File: config.mk
export PLATFORM = sky130hd
export DESIGN_NAME = psec6_spi_cmd_decoder
export DESIGN_NICKNAME = d
export VERILOG_FILES = /design/src/rtl/psec6_spi_cmd_decoder_pkg.sv /design/src/rtl/psec6_spi_cmd_decoder_spi_frame_rx.sv /design/src/rtl/psec6_spi_cmd_decoder.sv
export SDC_FILE = /design/constraint.sdc
export NUM_CORES = 1
export LEC_CHECK = 0
export CAP_MARGIN = 20
export CORE_MARGIN = 2
export CORE_UTILIZATION = 26
export DETAILED_ROUTE_END_ITERATION = 6
export GPL_ROUTABILITY_DRIVEN = 1
export GPL_TIMING_DRIVEN = 0
export PLACE_DENSITY = 0.57
export RECOVER_POWER = 100
export SETUP_SLACK_MARGIN = 0.2
export SLEW_MARGIN = 20
export SYNTH_ARGS = -nofsm -noshare
export SYNTH_HDL_FRONTEND = slang
export SYNTH_SLANG_ARGS = --single-unit
File: constraint.sdc
create_clock -name SPI_CLK -period 1.96 [get_ports SPI_CLK]
set_input_delay 0.196 -clock SPI_CLK [delete_from_list [all_inputs] [get_ports SPI_CLK]]
set_output_delay 0.196 -clock SPI_CLK [all_outputs]
set_load 0.1 [all_outputs]
File: src/rtl/psec6_spi_cmd_decoder_pkg.sv
// Shared types for the PSEC6 SPI command decoder.
//   opcode_t   : 4-bit command opcode carried in frame bits [15:12]
//   ro_state_t : readout window state
//   smode_t    : broadcast sampling mode
//   FRAME_LEN  : bits per SPI command frame
package psec6_spi_cmd_decoder_pkg;

  localparam int unsigned FRAME_LEN = 16;

  typedef logic [1:0] smode_t;

  typedef enum logic [3:0] {
    OP_NOP     = 4'h0,
    OP_WR_MODE = 4'h1,
    OP_WR_POL  = 4'h2,
    OP_START   = 4'h3,
    OP_READOUT = 4'h4,
    OP_CLR_ERR = 4'h5
  } opcode_t;

  typedef enum logic {
    RO_IDLE   = 1'b0,
    RO_ACTIVE = 1'b1
  } ro_state_t;

  // Commands that would disturb channel configuration or CH_SEL while a
  // readout window is open; they are rejected during RO_ACTIVE.
  function automatic logic locked_during_readout(input opcode_t op);
    return (op == OP_START) || (op == OP_WR_MODE) ||
           (op == OP_WR_POL) || (op == OP_READOUT);
  endfunction

endpackage

File: src/rtl/psec6_spi_cmd_decoder_spi_frame_rx.sv
// SPI frame receiver: shifts MOSI in MSB first while csb is low and
// presents each completed 16-bit frame for one cycle.
//   clk, rst    : SPI clock, async active-high reset
//   csb, mosi   : frame select (active low), serial data
//   frame_valid : high in the cycle whose rising edge captures bit 0
//   frame_word  : assembled frame, valid with frame_valid
//   frame_err   : csb raised with a partial frame (1..15 bits) in flight
module psec6_spi_cmd_decoder_spi_frame_rx
  import psec6_spi_cmd_decoder_pkg::*;
(
  input  logic                 clk,
  input  logic                 rst,
  input  logic                 csb,
  input  logic                 mosi,
  output logic                 frame_valid,
  output logic [FRAME_LEN-1:0] frame_word,
  output logic                 frame_err
);

  localparam int unsigned CNT_W = $clog2(FRAME_LEN);

  logic [CNT_W-1:0]     bit_cnt;
  logic [FRAME_LEN-2:0] shreg;

  // The counter wraps 15->0 on the decode edge, so with csb held low the
  // next bit is bit 15 of a new frame; a frame can never exceed 16 bits.
  always_ff @(posedge clk or posedge rst) begin
    if (rst) begin
      bit_cnt <= '0;
      shreg   <= '0;
    end else if (csb) begin
      bit_cnt <= '0;
      shreg   <= '0;
    end else begin
      bit_cnt <= bit_cnt + CNT_W'(1);
      shreg   <= {shreg[FRAME_LEN-3:0], mosi};
    end
  end

  // The last bit is taken straight from mosi so the decode lands on the
  // same edge that captures it.
  assign frame_word  = {shreg, mosi};
  assign frame_valid = !csb && (bit_cnt == CNT_W'(FRAME_LEN - 1));
  assign frame_err   = csb && (bit_cnt != '0);

endmodule

File: src/rtl/psec6_spi_cmd_decoder.sv
// PSEC6 chip-level SPI command decoder and readout steering.
//   SPI_CLK, RST            : clock, async active-high reset
//   SPI_CSB, SPI_MOSI       : command frame select / data
//   CNT_SER                 : per-channel serial readout bits
//   SPI_MISO                : selected CNT_SER bit during readout window
//   INST_START              : one-cycle start strobe
//   INST_READOUT            : readout enable, READ_LEN cycles
//   MODE                    : sampling mode
//   DISCRIMINATOR_POLARITY  : per-channel polarity
//   SELECT_REG, CH_SEL      : readout register / channel select
//   FRAME_ERR               : sticky protocol error
module psec6_spi_cmd_decoder
  import psec6_spi_cmd_decoder_pkg::*;
#(
  parameter int unsigned NUM_CH   = 8,
  parameter int unsigned READ_LEN = 10
) (
  input  logic                      SPI_CLK,
  input  logic                      RST,
  input  logic                      SPI_CSB,
  input  logic                      SPI_MOSI,
  input  logic [NUM_CH-1:0]         CNT_SER,
  output logic                      SPI_MISO,
  output logic                      INST_START,
  output logic                      INST_READOUT,
  output smode_t                    MODE,
  output logic [NUM_CH-1:0]         DISCRIMINATOR_POLARITY,
  output logic [2:0]                SELECT_REG,
  output logic [$clog2(NUM_CH)-1:0] CH_SEL,
  output logic                      FRAME_ERR
);

  localparam int unsigned CH_W     = $clog2(NUM_CH);
  localparam int unsigned RO_CNT_W = $clog2(READ_LEN + 1);

  logic                 frame_valid;
  logic [FRAME_LEN-1:0] frame_word;
  logic                 rx_err;

  opcode_t       op;
  logic [7:0]    data;
  logic          op_known;
  logic          busy;
  logic          blocked;
  logic          accept;
  logic          err_set;
  logic          ro_start;
  logic          miso_en;
  logic          unused_reserved;

  ro_state_t             ro_state, ro_next;
  logic [RO_CNT_W-1:0]   ro_cnt;

  psec6_spi_cmd_decoder_spi_frame_rx u_rx (
    .clk         (SPI_CLK),
    .rst         (RST),
    .csb         (SPI_CSB),
    .mosi        (SPI_MOSI),
    .frame_valid (frame_valid),
    .frame_word  (frame_word),
    .frame_err   (rx_err)
  );

  assign op              = opcode_t'(frame_word[15:12]);
  assign data            = frame_word[7:0];
  assign unused_reserved = ^frame_word[11:8];

  assign op_known = (frame_word[15:12] <= 4'h5);
  assign blocked  = busy && locked_during_readout(op);
  assign accept   = frame_valid && op_known && !blocked;
  assign err_set  = rx_err || (frame_valid && (!op_known || blocked));
  assign ro_start = accept && (op == OP_READOUT);

  // Readout FSM: state register
  always_ff @(posedge SPI_CLK or posedge RST) begin
    if (RST) ro_state <= RO_IDLE;
    else     ro_state <= ro_next;
  end

  // Readout FSM: next state
  always_comb begin
    ro_next = ro_state;
    case (ro_state)
      RO_IDLE:   if (ro_start) ro_next = RO_ACTIVE;
      RO_ACTIVE: if (ro_cnt == RO_CNT_W'(1)) ro_next = RO_IDLE;
      default:   ro_next = RO_IDLE;
    endcase
  end

  // Readout FSM: outputs
  always_comb begin
    INST_READOUT = (ro_state == RO_ACTIVE);
    busy         = (ro_state == RO_ACTIVE);
  end

  // Window length counter; runs off SPI_CLK independent of SPI_CSB.
  always_ff @(posedge SPI_CLK or posedge RST) begin
    if (RST)           ro_cnt <= '0;
    else if (ro_start) ro_cnt <= RO_CNT_W'(READ_LEN);
    else if (busy)     ro_cnt <= ro_cnt - RO_CNT_W'(1);
  end

  always_ff @(posedge SPI_CLK or posedge RST) begin
    if (RST) begin
      INST_START             <= 1'b0;
      MODE                   <= '0;
      DISCRIMINATOR_POLARITY <= '0;
      SELECT_REG             <= '0;
      CH_SEL                 <= '0;
      FRAME_ERR              <= 1'b0;
      miso_en                <= 1'b0;
    end else begin
      INST_START <= 1'b0;
      miso_en    <= INST_READOUT;
      // A fresh error outranks a simultaneous CLR_ERR.
      if (err_set)
        FRAME_ERR <= 1'b1;
      else if (accept && (op == OP_CLR_ERR))
        FRAME_ERR <= 1'b0;
      if (accept) begin
        case (op)
          OP_WR_MODE: MODE                   <= data[1:0];
          OP_WR_POL:  DISCRIMINATOR_POLARITY <= data[NUM_CH-1:0];
          OP_START:   INST_START             <= 1'b1;
          OP_READOUT: begin
            CH_SEL     <= CH_W'(data[5:3]);
            SELECT_REG <= data[2:0];
          end
          default: ;
        endcase
      end
    end
  end

  assign SPI_MISO = CNT_SER[CH_SEL] & miso_en;

endmodule

==> results.json, run 1 <==
{
  "buffer_type_at_the_clock_tree_root": "clkbuf_8",
  "layout-drive-gt1-share_pct": 24.0,
  "finish.net_count": 186,
  "fin_crit_sh_pct": 91.6,
  "worstPathArrival_ns": 1.60,
  "io_pins": 32,
  "worstHoldPathType": "reg2reg",
  "worstMarginPinSlew_ns": 1.18,
  "path_max_fanout": 4,
  "row_count": 30,
  "die_h_microns": 87.5,
  "power.share.sequential_pct": 50.1,
  "crit_type": "reg2out",
  "r2r_slack_ns": 0.25,
  "detailedPlacementHpwl_microns": 2440,
  "timing.final.crit_period_ns": 1.80,
  "initial_core_util_pct": 26.8,
  "worst_setup_path_start_kind": "flip-flop",
  "synth_edf_count": 0,
  "synth-seq-area-share_pct": 59.4,
  "fmax_mhz": 557,
  "grt_start_max_net_pins": 25,
  "cts_num_sinks": 43,
  "power.switching_uw": 358,
  "post-synth-top-area-cell": "dfrtp_1",
  "synthFlopType": "dfrtp_1",
  "worst_path_max_delay_cell": "mux4_2",
  "cts_buffer_depth": 2,
  "grt_setup_unrepaired": "yes",
  "yosysTopAreaCellShare_pct": 59.4,
  "routed_wl_per_cell_microns": 13.6,
  "p_int_mw": 1.44,
  "port_buffers": 31,
  "detail_route.iter0.violations": 32,
  "power.static_leakage_nw": 1.05,
  "worstPathRequired_ns": 1.76,
  "critical_path_cell_count": 4,
  "design.core.area_sq_um": 6760,
  "syn2layout_area_growth_pct": 25.3,
  "synthesis.nets": 147,
  "yosysWarningCount": 0,
  "pwr-share-clk_pct": 45.5,
  "detailroute.via_count": 1136,
  "drc": 0,
  "slew_viol_final": 0,
  "post_synth_most_frequent_cells": "dfrtp_1, mux2_2, nor2b_1, inv_1, nor2_1",
  "initial_antenna_violation_count": 0,
  "gp_congestion": 0.726,
  "critPathBufInv": 1,
  "insertedDiodeCount": 0,
  "endpoint_of_the_most_critical_register_to_register_path": "DISCRIMINATOR_POLARITY[3]",
  "cellPowerDensity_nw_per_um2": 793,
  "dp_slack_ns": -0.439,
  "n_fill_cell": 712,
  "endpoint_kind": "primary output",
  "grt_first_pass_wirelength_microns": 5590,
  "hold_path_startpoint": "u_rx.shreg[9]",
  "first_global_vias": 1192,
  "dieArea_sq_um": 7660,
  "critical_path.max_stage_delay_ns": 0.53,
  "cts_inserted_buffers": 5,
  "synthesis.area_per_instance_sq_um": 13.8,
  "sw_frac_of_total_pct": 19.9,
  "firstDrtPassIters": 4,
  "max-cap-violations": 0,
  "max_slew_margin_pct": 21.7,
  "worstHoldEndpoint": "u_rx.shreg[10]",
  "critical_path.top_delay_family": "multiplexers",
  "insertion_delay_ns": 0.30,
  "netlist_area_sq_um": 1810,
  "hold-path-cell-count": 1,
  "yosysUniqueCellTypes": 34,
  "gr-usage-all-layers_pct": 9.71,
  "yosysMostFrequentCell": "dfrtp_1",
  "ys_seq_elements": 43,
  "final-hold-violation-count": 0,
  "reg2regPathDepth": 4,
  "vdd_ir_drop_max_mv": 0.392,
  "post_dp_cell_area_sq_um": 2260,
  "synth.top_cells.by_area": "dfrtp_1, mux2_2, nor2b_1, ha_1, mux4_2",
  "detail_route.vias_per_cell": 4.53,
  "final_area_sq_um": 2270,
  "cp_cell_sequence": "mux4_2, nand3_1, nand2_2, buf_6",
  "path_clk_slew_ns": 0.09,
  "reg2reg_from": "u_rx.bit_cnt[0]",
  "synth_cells": 131,
  "setup_viol_count_final": 0,
  "cts_tree": "done",
  "detail-route-antenna-nets": 0,
  "drt-total-wl_microns": 3410,
  "pwr-share-comb_pct": 4.4,
  "die_width_microns": 87.5,
  "cts_max_level": 2,
  "finalClockSkew_ns": 0.0109,
  "grt-ovfl-total": 0,
  "status": "complete, no violations",
  "timing.final.ws_setup_ns": 0.165,
  "fraction_of_registers_with_async_set_or_reset_after_synthesis_pct": 100
}
registers in the layout (all words and copies together) (netlist names):
name and flops:
CH_SEL 3, SELECT_REG 3, FRAME_ERR 1, ro_cnt 4, DISCRIMINATOR_POLARITY 8, MODE 2
u_rx.shreg 15, INST_READOUT 1, miso_en 1, u_rx.bit_cnt 4, INST_START 1
cells in the final DEF (no fill, tap or decap), types with 3 or more instances in the layout:
master	synthesis	routed
nor2b_1	15	15
nand3_1	3	3
nor2_1	6	6
mux2_2	17	17
inv_1	7	7
and3_1	2	3
dfrtp_1	43	42
ha_1	4	4
clkbuf_8	0	5
clkbuf_1	1	19
clkdlybuf4s50_1	0	9
per-layer routing:
layer / vias up / GRT usage, % / routed length [microns]
met5: - / 0 / 0
met4: 0 / 5.03 / 63
met3: 5 / 3.51 / 220
met2: 25 / 14.7 / 1490
met1: 566 / 12.2 / 1630
li1: 540 / - / -
worst reg2reg max path: cells and delay by family (launching register included):
| kind | cells | cell delay, ns |
|---|---|---|
| and+or+nand+nor | 2 | 0.60 |
| DFF | 1 | 0.40 |
| adders and majority gates | 1 | 0.24 |
| muxes | 1 | 0.37 |
worst max-delay path by stage:
| stage | start | to | slack [ns] |
|---|---|---|---|
| 2_1_floorplan | CH_SEL[0] | SPI_MISO | 0.07 |
| 3_3_place_gp | CNT_SER[7] | SPI_MISO | -0.40 |
| 3_5_place_dp | CNT_SER[3] | SPI_MISO | -0.44 |
| 4_1_cts | CH_SEL[0] | SPI_MISO | 0.08 |
| 5_1_grt | CH_SEL[0] | SPI_MISO | 0.09 |
| 6_report | CH_SEL[0] | SPI_MISO | 0.16 |
layout make-up:
cell class / instances / area, sq um / share of cell area, %
Clock inverter: 3 / 67.6 / 2.98
Sequential cell: 43 / 1080 / 47.4
Tap cell: 80 / 100 / 4.41
Timing Repair Buffer: 32 / 229 / 10.1
Buffer: 3 / 15.0 / 0.661
Inverter: 7 / 26.3 / 1.16
Multi-Input combinational cell: 78 / 687 / 30.2
Clock buffer: 5 / 68.8 / 3.03
kinds of logic (layout without fill, tap and decap cells):
family	count (synthesis)	count (layout)	synth area share, %
adder cells (fa/ha/maj)	4	4	2.76
AO/OA/AOI/OAI	12	12	5.04
AND/OR/NAND/NOR	40	40	16.0
buffers and inverters	10	50	2.35
multiplexers	19	19	13.0
flip-flops	43	43	59.4
XOR/XNOR	3	3	1.45
power groups by stage:
| stage | clock, mW | sequential, mW | combinational [mW] |
|---|---|---|---|
| floorplan | 0 | 0.918 | 0.0398 |
| global placement | 0 | 0.920 | 0.0739 |
| detailed placement | 0 | 0.920 | 0.0828 |
| CTS | 0.845 | 0.903 | 0.0834 |
| global route | 0.873 | 0.905 | 0.0889 |
| finish | 0.820 | 0.903 | 0.0784 |
metrics by stage:
stage / setup TNS (ns) / util (%) / instances / hold WS, ns / power [mW]
2_1_floorplan: 0 / - / 131 / 0.334 / 0.957
5_1_grt: 0 / 33.6 / 251 / 0.493 / 1.87
4_1_cts: 0 / 35.1 / 251 / 0.289 / 1.83
6_report: 0 / 33.6 / 251 / 0.460 / 1.80
3_5_place_dp: -0.439 / 33.4 / 243 / 0.453 / 1.00
3_3_place_gp: -8.34 / 33.0 / 242 / 0.448 / 0.994
what timing repair did:
| item | CTS | global route |
|---|---|---|
| hold buffers | 0 | 0 |
| buffers inserted | 0 | 0 |
| endpoints found under the hold margin | 0 | 0 |
| endpoints found under the setup margin | 20 | 5 |
| gates resized for setup | 27 | 7 |
No activity file was read; power rests on OpenSTA's default activity.
==> run 2, diff against run 1 <==
--- a/config.mk
+++ b/config.mk
@@ -5,6 +5,7 @@
 export SDC_FILE = /design/constraint.sdc
 export NUM_CORES = 1
 export LEC_CHECK = 0
+export ABC_AREA = 1
 export CAP_MARGIN = 20
 export CORE_MARGIN = 2
 export CORE_UTILIZATION = 26
==> run 2 against run 1 <==
  * Non-clock buffer count increased by 5
  * First-iteration DRC count increased by 84%
  * Setup slack improved by 0.031 ns
  * Cell count increased by 42%
  * Cell area increased by 3.6%
  * Count of clock-buffer cells in the layout increased by 2
  * Clock power decreased by 36%
==> results.json, run 2 <==
{
  "status": "complete, no violations",
  "worstPathArrival_ns": 1.57,
  "buffer_type_at_the_clock_tree_root": "clkbuf_8",
  "synth.top_cells.by_area": "dfrtp_1, nand2_1, inv_1, nor2_1, nand4_1",
  "slew_viol_final": 0,
  "pwr-share-comb_pct": 13.8,
  "most_common_cell_after_layout_fill_and_taps_aside": "nand2_1",
  "power.static_leakage_nw": 1.17,
  "row_count": 31,
  "pwr-share-clk_pct": 30.0,
  "fraction_of_registers_with_async_set_or_reset_after_synthesis_pct": 100,
  "syn2layout_area_growth_pct": 21.3,
  "max_slew_margin_pct": 19.9,
  "synth_cells": 218,
  "drt-total-wl_microns": 3830,
  "report.power.total_mw": 1.75,
  "insertedDiodeCount": 0,
  "netlist_area_sq_um": 1940,
  "final_area_sq_um": 2350,
  "r2r_slack_ns": 0.39,
  "yosysWarningCount": 0,
  "synth_edf_count": 0,
  "drc": 0,
  "cts_hold_buf": 0,
  "crit_type": "reg2out",
  "cts_inserted_buffers": 5,
  "synthesis.nets": 234,
  "synthFlopType": "dfrtp_1",
  "port_buffers": 31,
  "post_synth_most_frequent_cells": "nand2_1, dfrtp_1, inv_1, nor2_1, nand4_1",
  "synthesis.area_per_instance_sq_um": 8.90,
  "grt_setup_unrepaired": "no",
  "final_util_pct": 32.4,
  "cts_buffer_depth": 2,
  "cts_tree": "done",
  "insertion_delay_ns": 0.29,
  "critical_path_cell_count": 1,
  "fin_crit_sh_pct": 90.0,
  "yosysMostFrequentCell": "nand2_1",
  "hold-path-cell-count": 0,
  "finish.net_count": 273,
  "cts_num_sinks": 43,
  "setup.worst_path.start": "CH_SEL[0]",
  "gp_congestion": 0.785,
  "ys_seq_elements": 43,
  "setup_viol_count_final": 0,
  "number_of_flip_flops_under_the_largest_register_name": 15,
  "commonest_cells_after_routing_fill_and_taps_aside": "nand2_1, dfrtp_1, inv_1",
  "initial_core_util_pct": 26.7,
  "power.share.sequential_pct": 56.2,
  "p_int_mw": 1.28,
  "detail_route.vias_per_cell": 4.18,
  "max-cap-violations": 0,
  "design.core.area_sq_um": 7250,
  "critical_path.max_stage_delay_ns": 0.84,
  "detail-route-antenna-nets": 0,
  "fmax_mhz": 567,
  "final-hold-violation-count": 0,
  "regArea_sq_um": 1080,
  "n_fill_cell": 790,
  "dieArea_sq_um": 8170,
  "worstPathRequired_ns": 1.76,
  "layout-drive-gt1-share_pct": 10.1,
  "setup-tns-final_ns": 0,
  "endpoint_kind": "primary output",
  "yosysUniqueCellTypes": 24,
  "worstHoldPathType": "reg2reg",
  "path_clk_slew_ns": 0.08,
  "detail_route.iter0.violations": 59,
  "reg2reg_from": "u_rx.bit_cnt[0]",
  "path_max_fanout": 8,
  "grt_start_max_net_pins": 26,
  "initial_antenna_violation_count": 0,
  "post_dp_cell_area_sq_um": 2410,
  "timing.final.crit_period_ns": 1.76,
  "firstDrtPassIters": 4,
  "reg2regPathDepth": 9,
  "yosysTopAreaCellShare_pct": 55.5,
  "multi_input_area_sq_um": 678,
  "sw_frac_of_total_pct": 27.1,
  "cts_max_level": 2,
  "worst_setup_path_start_kind": "flip-flop",
  "power.switching_uw": 475,
  "post-synth-top-area-cell": "dfrtp_1",
  "grt-ovfl-total": 0,
  "die_h_microns": 90.4,
  "detailroute.via_count": 1487,
  "first_global_vias": 1508,
  "worst_path_max_delay_cell": "clkdlybuf4s15_1",
  "cp_cell_sequence": "clkdlybuf4s15_1",
  "routed_wl_per_cell_microns": 10.8,
  "critPathBufInv": 1,
  "io_pins": 32,
  "detailedPlacementHpwl_microns": 2860,
  "die_width_microns": 90.4,
  "worstMarginPinSlew_ns": 1.21,
  "finalClockSkew_ns": 0.00669,
  "cellPowerDensity_nw_per_um2": 744,
  "grt_first_pass_wirelength_microns": 6990,
  "endpoint_of_the_most_critical_register_to_register_path": "SELECT_REG[0]",
  "worstSetupEndpoint": "CH_SEL[0]",
  "vdd_ir_drop_max_mv": 0.250,
  "critical_path.top_delay_family": "buffers and inverters",
  "top_regs": "u_rx.shreg x15, DISCRIMINATOR_POLARITY x8",
  "synth-seq-area-share_pct": 55.5,
  "top_register": "u_rx.shreg",
  "gr-usage-all-layers_pct": 10.5
}
[run 2: cell count changes in the layout (fill, tap and decap cells not counted), sizes merged, moves of 5 or more]
cell | before | now
nand2 | 2 | 59
inv | 7 | 32
nor2 | 6 | 31
mux2 | 17 | 0
nand4 | 2 | 17
nor2b | 15 | 0
clkbuf | 25 | 30
nand3 | 3 | 8
o21ai | 1 | 6
[run 2: how the worst min path moves through the flow]
stage,from,end,slack (ns)
after floorplan,SPI_MOSI,u_rx.shreg[0],0.30
after global placement,INST_READOUT,miso_en,0.39
after detailed placement,INST_READOUT,miso_en,0.39
after CTS,RST,ro_cnt[2],0.24
after global routing,INST_READOUT,miso_en,0.42
final,INST_READOUT,miso_en,0.41
[run 2: layer usage]
layer | wire (microns) | up-vias | global-route usage, % | share of wire [%]
met5 | 0 | - | 0 | 0
met4 | 54 | 0 | 3.46 | 1.4
met3 | 214 | 7 | 3.59 | 5.6
met2 | 1670 | 39 | 17.0 | 44
met1 | 1890 | 686 | 13.2 | 49
li1 | - | 755 | - | -
[run 2: layout make-up]
| class | instances | area share [%] |
|---|---|---|
| clock buffers | 7 | 3.24 |
| plain buffers | 8 | 2.93 |
| multi-input cells | 134 | 28.8 |
| repair buffers | 32 | 8.56 |
| flip-flops and latches | 43 | 45.9 |
| well taps | 99 | 5.27 |
| inverters | 33 | 5.27 |
[run 2: cells by family after synthesis]
logic type | after synthesis | share of synthesized area [%]
buf+inv | 41 | 9.94
simple gates | 119 | 28.3
xor+xnor | 4 | 1.81
flops | 43 | 55.5
fa+ha+maj | 4 | 2.58
compound gates | 7 | 1.94
[run 2: timing repair]
action | 4_1_cts | 5_1_grt
setup endpoints to repair | 20 | 6
gates resized for setup | 28 | 7
pin swaps | 0 | 0
setup buffers | 0 | 0
[run 2: stage by stage]
step	setup slack [ns]	cells	hold WS [ns]
2_1_floorplan	0.169	218	0.297
3_3_place_gp	-0.434	348	0.394
3_5_place_dp	-0.454	349	0.393
4_1_cts	0.201	356	0.235
5_1_grt	0.130	356	0.417
6_report	0.196	356	0.414
[run 2: power by group through the flow]
stage / Clock [mW] / Combinational (mW) / Sequential (mW)
after floorplan: 0 / 0.161 / 1.02
after global placement: 0 / 0.246 / 0.997
after detailed placement: 0 / 0.257 / 1.00
after CTS: 0.547 / 0.256 / 0.983
after global routing: 0.586 / 0.289 / 0.989
final: 0.525 / 0.242 / 0.983
==> run 3, diff against run 2 <==
--- a/config.mk
+++ b/config.mk
@@ -18,4 +18,5 @@
 export SLEW_MARGIN = 20
 export SYNTH_ARGS = -nofsm -noshare
 export SYNTH_HDL_FRONTEND = slang
+export SYNTH_HIERARCHICAL = 1
 export SYNTH_SLANG_ARGS = --single-unit
==> run 3 against run 2 <==
  * Global-route usage decreased by 1.2 points
  * Synthesized cell count decreased by 3.2%
  * Sequential cell count did not move
  * Non-clock buffer count fell by 5
  * Maximum frequency rose by 0.79%
  * Count of clock-buffer cells in the layout stayed put
  * Clock power about the same
  * Critical endpoint is now CH_SEL[1]
==> results.json, run 3 <==
{
  "status": "complete, no violations",
  "synthesis.nets": 227,
  "yosysUniqueCellTypes": 23,
  "commonest_cells_after_routing_fill_and_taps_aside": "dfrtp_1, inv_1, nand2_1",
  "number_of_flip_flops_under_the_largest_register_name": 15,
  "detailedPlacementHpwl_microns": 2590,
  "cp_cell_sequence": "clkdlybuf4s15_1",
  "worst_setup_path_start_kind": "flip-flop",
  "grt-ovfl-total": 0,
  "detail_route.iter0.violations": 50,
  "insertion_delay_ns": 0.28,
  "drc": 0,
  "fmax_mhz": 571,
  "top_register": "u_rx/shreg",
  "ys_seq_elements": 43,
  "cellPowerDensity_nw_per_um2": 677,
  "worst_path_max_delay_cell": "clkdlybuf4s15_1",
  "worstMarginPinSlew_ns": 1.18,
  "fraction_of_registers_with_async_set_or_reset_after_synthesis_pct": 100,
  "cts_buffer_depth": 2,
  "yosysMostFrequentCell": "dfrtp_1",
  "grt_start_max_net_pins": 25,
  "grt_setup_unrepaired": "yes",
  "timing.final.crit_period_ns": 1.75,
  "cts_inserted_buffers": 5,
  "post-synth-top-area-cell": "dfrtp_1",
  "synth.top_cells.by_area": "dfrtp_1, inv_1, nand2_1, nor2_1, o21ai_2",
  "gp_congestion": 0.736,
  "power.static_leakage_nw": 1.09,
  "synth_edf_count": 0,
  "yosysWarningCount": 6,
  "initial_core_util_pct": 26.8,
  "cts_tree": "done",
  "synth_cells": 211,
  "design.core.area_sq_um": 7210,
  "worstPathArrival_ns": 1.55,
  "cts_max_level": 2,
  "synth-seq-area-share_pct": 55.6,
  "final_util_pct": 32.8,
  "netlist_area_sq_um": 1930,
  "routed_wl_per_cell_microns": 9.96,
  "report.power.total_mw": 1.60,
  "post_synth_most_frequent_cells": "dfrtp_1, inv_1, nand2_1, nor2_1, o21ai_2",
  "gr-usage-all-layers_pct": 9.29,
  "top_regs": "u_rx/shreg x15, DISCRIMINATOR_POLARITY x8",
  "die_width_microns": 90.3,
  "max-cap-violations": 0,
  "detailroute.via_count": 1365,
  "critPathBufInv": 1,
  "initial_antenna_violation_count": 0,
  "grt_first_pass_wirelength_microns": 6180,
  "critical_path.top_delay_family": "buffers and inverters",
  "cts_num_sinks": 43,
  "worstHoldPathType": "in2reg",
  "setup_viol_count_final": 0,
  "synthesis.area_per_instance_sq_um": 9.17,
  "finalClockSkew_ns": 0.00466,
  "drt-total-wl_microns": 3470,
  "worstPathRequired_ns": 1.76,
  "buffer_type_at_the_clock_tree_root": "clkbuf_8",
  "insertedDiodeCount": 0,
  "first_global_vias": 1312,
  "port_buffers": 30,
  "firstDrtPassIters": 5,
  "final-hold-violation-count": 0,
  "critical_path.max_stage_delay_ns": 0.83,
  "io_pins": 32,
  "row_count": 31,
  "vdd_ir_drop_max_mv": 0.252,
  "layout-drive-gt1-share_pct": 16.9,
  "fin_crit_sh_pct": 89.3,
  "crit_type": "reg2out",
  "dieArea_sq_um": 8150,
  "path_clk_slew_ns": 0.08,
  "cts_hold_buf": 0,
  "die_h_microns": 90.3,
  "finish.net_count": 264,
  "slew_viol_final": 0,
  "yosysTopAreaCellShare_pct": 55.6,
  "synthFlopType": "dfrtp_1",
  "detail-route-antenna-nets": 0,
  "detail_route.vias_per_cell": 3.92,
  "path_max_fanout": 6,
  "syn2layout_area_growth_pct": 22.4,
  "endpoint_kind": "primary output",
  "max_slew_margin_pct": 21.4
}
## run 3: changes by cell type in the layout (fill, tap and decap cells not counted), moves of 3 or more
cell and change:
nand4_1 -16, nand2_1 -20, clkbuf_1 -3, o21ai_0 +5, inv_1 +9, o21ai_2 +11
clkbuf_2 -3, nor2_2 +3
## run 3: timing repair
item	in CTS	in global routing
pin swaps	0	4
gates resized for setup	34	9
buffers inserted	0	0
gates cloned	0	0
hold endpoints to repair	0	0
endpoints found under the setup margin	20	18
## run 3: power by group
group	leakage [nW]	switching, mW	total, mW	internal (mW)
combinational	0.467	0.0796	0.138	0.0583
clock	0.0422	0.276	0.526	0.250
sequential	0.583	0.0211	0.938	0.917
## run 3: final cells by class
type,instances,area [sq um]
plain buffers,5,46.3
clock buffers,7,76.3
clock inverters,1,5.00
fillers,788,4850
inverters,43,164
multi-input cells,120,654
flip-flops and latches,43,1080
well taps,99,124
repair buffers,30,213
## run 3: worst paths after layout
kind	start	to	slack, ns	cells past startpoint
setup / recovery	CH_SEL[1]	CH_SEL[1]	0.21	1
hold / removal	SPI_CSB	u_rx/bit_cnt[3]	0.11	2
setup reg to reg	u_rx/bit_cnt[0]	DISCRIMINATOR_POLARITY[2]	0.26	8
hold reg to reg	u_rx/shreg[10]	u_rx/shreg[11]	0.46	2
max in group asynchronous	RST	CH_SEL[0]	1.03	2
min in group asynchronous	RST	FRAME_ERR	0.46	2
## run 3: per-stage QoR
step	hold slack [ns]	cell area, sq um	instances	TNS (ns)	worst slack (ns)
final	0.111	2370	348	0	0.209
after global placement	0.407	2370	340	-0.491	-0.491
after detailed placement	0.409	2370	340	-0.501	-0.501
after floorplan	0.147	1950	211	0	0.205
after CTS	0.104	2450	348	0	0.207
after global routing	0.104	2370	348	0	0.102
## run 3: metal layers
metal / global-route usage [%] / vias up / part of all wire (%)
li1: - / 709 / -
met1: 12.2 / 627 / 48
met2: 14.5 / 27 / 46
met3: 2.59 / 2 / 5.0
met4: 3.85 / 0 / 1.0
met5: 0 / - / 0
## run 3: cell families (layout without fill, tap and decap cells)
logic type | count (synthesis) | after routing | synth area share [%]
adders and majority gates | 4 | 4 | 2.59
DFF | 43 | 43 | 55.6
AOI/OAI and AO/OA | 26 | 26 | 9.57
and+or+nand+nor | 88 | 88 | 20.6
buffers and inverters | 48 | 86 | 10.7
xor gates and xnor gates | 2 | 2 | 0.906
